--- config.mk ---
export PLATFORM = sky130hd
export DESIGN_NAME = irq_src_ctrl
export DESIGN_NICKNAME = d
export VERILOG_FILES = /design/src/rtl/irq_src_ctrl.sv
export SDC_FILE = /design/constraint.sdc
export NUM_CORES = 1
export LEC_CHECK = 0
export CELL_PAD_IN_SITES_DETAIL_PLACEMENT = 1
export CELL_PAD_IN_SITES_GLOBAL_PLACEMENT = 1
export CORE_MARGIN = 4
export CORE_UTILIZATION = 33
export CTS_CLUSTER_SIZE = 8
export DETAILED_ROUTE_END_ITERATION = 7
export PLACE_DENSITY_LB_ADDON = 0.1
export SYNTH_ARGS = -nofsm -noshare
export SYNTH_HDL_FRONTEND = slang
export SYNTH_SLANG_ARGS = --single-unit
--- constraint.sdc ---
create_clock -name clk -period 2.7 [get_ports clk]
set_input_delay 0.54 -clock clk [delete_from_list [all_inputs] [get_ports clk]]
set_output_delay 0.54 -clock clk [all_outputs]
set_load 0.1 [all_outputs]
--- src/rtl/irq_src_ctrl.sv ---
// Interrupt source controller: per-source edge/level detect, W1C pending, enable mask,
// lowest-index ACTIVE encoder and a registered o_irq. Define IRQ_SRC_SYNC_EN to add a
// two-flop input synchronizer per source (two extra cycles of detect latency).
module irq_src_ctrl #(
  parameter int N_SRC = 8
) (
  input  logic             clk,
  input  logic             rst_n,
  input  logic             en,
  input  logic [N_SRC-1:0] i_src,
  input  logic             i_wr,
  input  logic [1:0]       i_addr,
  input  logic [31:0]      i_wdata,
  output logic [31:0]      o_rdata,
  output logic             o_irq
);

  typedef enum logic [1:0] {
    ADDR_ENABLE  = 2'd0,
    ADDR_PENDING = 2'd1,
    ADDR_MODE    = 2'd2,
    ADDR_ACTIVE  = 2'd3
  } addr_e;

  addr_e            addr;
  logic [N_SRC-1:0] enable_q;
  logic [N_SRC-1:0] mode_q;
  logic [N_SRC-1:0] pending_q;
  logic [N_SRC-1:0] pending_d;
  logic [N_SRC-1:0] src_q;
  logic [N_SRC-1:0] src_s;
  logic [N_SRC-1:0] set_vec;
  logic [N_SRC-1:0] clr_vec;
  logic [N_SRC-1:0] masked;
  logic             any_act;
  logic [4:0]       act_idx;
  logic             irq_q;
  logic             wr_enable;
  logic             wr_pending;
  logic             wr_mode;
  logic             unused_wdata;

  assign addr         = addr_e'(i_addr);
  assign wr_enable    = i_wr && (addr == ADDR_ENABLE);
  assign wr_pending   = i_wr && (addr == ADDR_PENDING);
  assign wr_mode      = i_wr && (addr == ADDR_MODE);
  // Upper write-data bits are architecturally ignored when N_SRC < 32.
  assign unused_wdata = ^i_wdata;

`ifdef IRQ_SRC_SYNC_EN
  logic [N_SRC-1:0] sync1_q;
  logic [N_SRC-1:0] sync2_q;

  always_ff @(posedge clk or negedge rst_n) begin
    if (!rst_n) begin
      sync1_q <= '0;
      sync2_q <= '0;
    end else if (en) begin
      sync1_q <= i_src;
      sync2_q <= sync1_q;
    end
  end

  assign src_s = sync2_q;
`else
  assign src_s = i_src;
`endif

  // src_q tracks the sampled line in both modes, so switching level->edge while a
  // source is held high cannot fabricate an edge.
  assign set_vec   = en ? (src_s & (~mode_q | ~src_q)) : '0;
  assign clr_vec   = wr_pending ? i_wdata[N_SRC-1:0] : '0;
  assign pending_d = (pending_q & ~clr_vec) | set_vec;

  assign masked  = pending_q & enable_q;
  assign any_act = |masked;

  // NOTE: every variable assigned in always_comb gets a default first, so no path
  // leaves it unassigned and no latch is inferred.
  always_comb begin
    act_idx = '0;
    for (int i = N_SRC - 1; i >= 0; i--) begin
      if (masked[i]) act_idx = 5'(i);
    end
  end

  always_comb begin
    o_rdata = '0;
    case (addr)
      ADDR_ENABLE:  o_rdata = 32'(enable_q);
      ADDR_PENDING: o_rdata = 32'(pending_q);
      ADDR_MODE:    o_rdata = 32'(mode_q);
      ADDR_ACTIVE:  o_rdata = {any_act, 26'd0, act_idx};
      default:      o_rdata = '0;
    endcase
  end

  // NOTE: sequential state uses non-blocking assignments so every flop samples
  // pre-edge values regardless of statement order.
  always_ff @(posedge clk or negedge rst_n) begin
    if (!rst_n) begin
      enable_q  <= '0;
      mode_q    <= '0;
      pending_q <= '0;
      src_q     <= '0;
      irq_q     <= 1'b0;
    end else begin
      if (wr_enable) enable_q <= i_wdata[N_SRC-1:0];
      if (wr_mode)   mode_q   <= i_wdata[N_SRC-1:0];
      pending_q <= pending_d;
      if (en) begin
        src_q <= src_s;
        irq_q <= any_act;
      end
    end
  end

  assign o_irq = irq_q;

endmodule
# [Yosys cells after proc, flatten, opt, wreduce, memory -nomap -nowiden]
# Cells that the tools add are included.
# W data, S select, Z words.
[totals] out_inout_bits=33 register_bits=33 inputBits=46
[classes] reduce_logical=5 n_eq_ne=3 n_bitwise=8 n_mux=11
[ops] cell="$pmux W32 S4" count=1
[ops] cell="$mux W5" count=6
[ops] cell="$and A8 B8 Y8" count=3
[ops] cell="$not A8 Y8" count=3
[ops] cell="$mux W8" count=2
[ops] cell="$or A8 B8 Y8" count=2
[ops] cell="$reduce_or A8 Y1" count=1
[ops] cell="$mux W3" count=2
[ops] cell="$eq A2 B2 Y1 const B" count=2
[ops] cell="$logic_and A1 B1 Y1" count=3
[ops] cell="$eq A2 B1 Y1 const B" count=1
[ops] cell="$logic_not A2 Y1" count=1

# [Longest topological paths before layout]
[logic_depth] ltp_word=10 ltp_mapped=5

# [Worst setup path after synthesis]
# Ideal clock, no wire load.
[synth_path] kind="input port to output port" from="in i_addr[0]" to="out o_rdata[5]" path_slack_ns=-0.771 path_buffers=1 cell_stages=3 arrival_time_ns=2.931 path_cell_list="buf_4 -> mux2i_1 -> o21ai_0"
[synth_between] elab_chain_cells=2 elab_cells_between_ends=5 classes_between="eq/ne (3); mux (1); reduce/logical (1)"
[synth_rtl] item="start, declared" line_no="12" rtl="input logic [1:0] i_addr,"
[synth_rtl] item="$eq A2 B2 Y1, or another cell as far along" line_no="89" rtl="case (addr)"
[synth_rtl] item="$pmux W32 S4 (*)" line_no="89"
[synth_rtl] item="end, declared" line_no="14" rtl="output logic [31:0] o_rdata,"
# Every way passes the cells marked *; elsewhere a longest branch is shown, timed or not. The select of a mux whose other input is x is not followed.

# [Final worst setup path]
[layout_path] from="in i_addr[0]" to="out o_rdata[1]"
# The elaborated chain is that of the path after synthesis.

==> flow_metrics.env <==
export IMPL_antenna_found_initial=0
export IMPL_nets=245
export IMPL_syn_inst=161
export IMPL_tightest_slew_ns=0.737
export IMPL_clkTransAtPathRegs_ns=0.07
export IMPL_slew_headroom_pct=50.7
export IMPL_power_mw=1.80
export IMPL_finalHoldViolations=0
export IMPL_syn_to_final_growth_pct=31.0
export IMPL_dieArea_um2=6600
export IMPL_status="complete, no violations"
export IMPL_ant_nets=0
export IMPL_gr_total_overflow=0
export IMPL_clk_latency_ns=0.29
export IMPL_required_ns=2.16
export IMPL_power_density_nw_per_um2=776
export IMPL_setup_viol=0
export IMPL_max_cap_violations=0
export IMPL_synth_seq_cells=33
export IMPL_core_area_um2=5140
export IMPL_rsz0062_at_grt="false"
export IMPL_cts_hold_buf=0
export IMPL_fin_hold_ws_ns=0.510
export IMPL_crit_type="primary input to primary output"
export IMPL_wl_per_cell_um=16.5
export IMPL_io_pins=79
export IMPL_drtIter0Drc=64
export IMPL_finClkSkew_ns=0.00919
export IMPL_grt_pass1_wl_um=7350
export IMPL_ys_seq_area_share_pct=46.6
export IMPL_grt_usage_pct=15.0
export IMPL_start_util_pct=34.5
export IMPL_mostFrequentLayoutCells="33 x dfrtp_1, 29 x nand2_1, 24 x mux2_2, 23 x conb_1, 21 x clkdlybuf4s50_1"
export IMPL_grt_pass1_vias=1437
export IMPL_cts_path_max_buffers=2
export IMPL_hp_class="flop to flop"
export IMPL_std_cell_rows=26
export IMPL_cts_root_buf="clkbuf_8"
export IMPL_diodes=0
export IMPL_h_tree_depth=2
export IMPL_first_pass_iters=4
export IMPL_tritoncts="done"
export IMPL_period_needed_ns=2.54
export IMPL_final_common_cell="dfrtp_1"
export IMPL_critPathLaunchType="primary input"
export IMPL_die_height_um=81.3
export IMPL_port_buffers=31
export IMPL_wl_um=4460
export IMPL_cts_resized=0
export IMPL_viasPerCell=4.83
export IMPL_ir_drop_v=0.000412
export IMPL_die_w_um=81.3
export IMPL_postCtsSetupBuffers=0
export IMPL_numCtsBuffers=5
export IMPL_drive_above_1_share_pct=28.0
export IMPL_grt_max_degree=34
export IMPL_num_vias=1305
export IMPL_synth_cell_types=24
export IMPL_dp_hpwl_um=3320
export IMPL_cts_sinks=33
export IMPL_p_leak_nw=0.990
export IMPL_nFillCells=582
export IMPL_drc=0
export IMPL_fin_crit_sh_pct=94.0
export IMPL_crit_arrival_ns=2.00
export IMPL_cp_end_kind="primary output"
export IMPL_avgSynthCellArea_um2=11.0
export IMPL_slew_violations=0
export IMPL_yosys_warnings=0
export IMPL_crit_fanout=7
export IMPL_max_freq_mhz=394
export IMPL_gp_congestion=0.799
export IMPL_netlist_area_um2=1770
## cell families (layout without fill, tap and decap cells)
logic type / Yosys count / in the layout / share of synthesized area, %
AO/OA/AOI/OAI: 27 / 27 / 11.7
buffers and inverters: 28 / 45 / 11.4
flip-flops: 33 / 33 / 46.6
multiplexers: 32 / 32 / 19.8
other: 1 / 23 / 0.212
AND/OR/NAND/NOR: 40 / 40 / 10.3
## synth_stat cells
cell / instances / area (um2)
a21oi_1: 3 / 15.0
nand2b_1: 1 / 6.26
nand3_1: 2 / 10.0
nor3b_4: 1 / 18.8
mux2_2: 24 / 270
a221oi_1: 1 / 8.76
o21ai_0: 7 / 35.0
nor2_1: 4 / 15.0
nor2_2: 1 / 6.26
nand3b_2: 1 / 11.3
a32o_1: 9 / 90.1
a31o_2: 1 / 8.76
dfrtp_1: 33 / 826
nor2b_1: 1 / 6.26
a221o_1: 1 / 10.0
nand2_1: 29 / 109
mux2i_1: 8 / 80.1
clkbuf_1: 1 / 3.75
o221ai_1: 1 / 8.76
a22o_1: 1 / 8.76
a22oi_1: 3 / 22.5
conb_1: 1 / 3.75
buf_2: 2 / 10.0
buf_4: 25 / 188
## worst max-delay path, stage by stage
cell	delay, ns
clkdlybuf4s50_1	0.51
buf_4	0.20
nand3_1	0.13
a21oi_1	0.20
a221o_1	0.23
buf_12	0.18
## final timing paths
check	from	to	slack (ns)	cells past startpoint
worst max-delay path	i_addr[0]	o_rdata[1]	0.16	6
worst min-delay path	src_q[3]$_DFFE_PN0P_	src_q[3]$_DFFE_PN0P_	0.51	1
worst max register to register	pending_q[5]$_DFF_PN0_	o_irq$_DFFE_PN0P_	1.47	4
worst min register to register	src_q[3]$_DFFE_PN0P_	src_q[3]$_DFFE_PN0P_	0.51	1
max in group asynchronous	rst_n	src_q[0]$_DFFE_PN0P_	1.71	2
min in group asynchronous	rst_n	pending_q[6]$_DFF_PN0_	0.66	2
## registers in the layout (all words and copies together), names as in the netlist
register   count
enable_q       8
mode_q         8
o_irq          1
pending_q      8
src_q          8
## layout make-up
type                            count  area [um2]  area share (%)
Tap cell                           70        87.6            3.77
Sequential cell                    33         826            35.6
Timing Repair Buffer               37         443            19.1
Multi-Input combinational cell    122         848            36.5
Clock inverter                      1        30.0            1.29
Clock buffer                        7        86.3            3.72
## report_power, final
group	leakage, nW	total (mW)	internal [mW]	switching [mW]
Clock	0.0585	0.482	0.301	0.181
Combinational	0.558	0.678	0.230	0.448
Sequential	0.373	0.640	0.570	0.0706
Total	0.990	1.80	1.10	0.700
## through the flow
step	instance area, um2	TNS [ns]	cells	utilization [%]	worst slack, ns
floorplan	1880	-0.0153	183	-	-0.0153
global route	2320	0	270	45.2	0.0365
global placement	2200	0	262	42.9	0.170
detailed placement	2200	0	262	42.9	0.169
finish	2320	0	270	45.2	0.162
CTS	2320	0	270	45.2	0.164
## layer usage
metal  vias to the layer above  track usage (%)  share of wire [%]
met5                         -                0                  0
met4                         0             4.56               0.96
met3                         4             3.33                5.3
met2                        45             26.2                 53
met1                       654             18.2                 41
li1                        602                -                  -
Note: power is estimated with default switching activity, not from simulation.
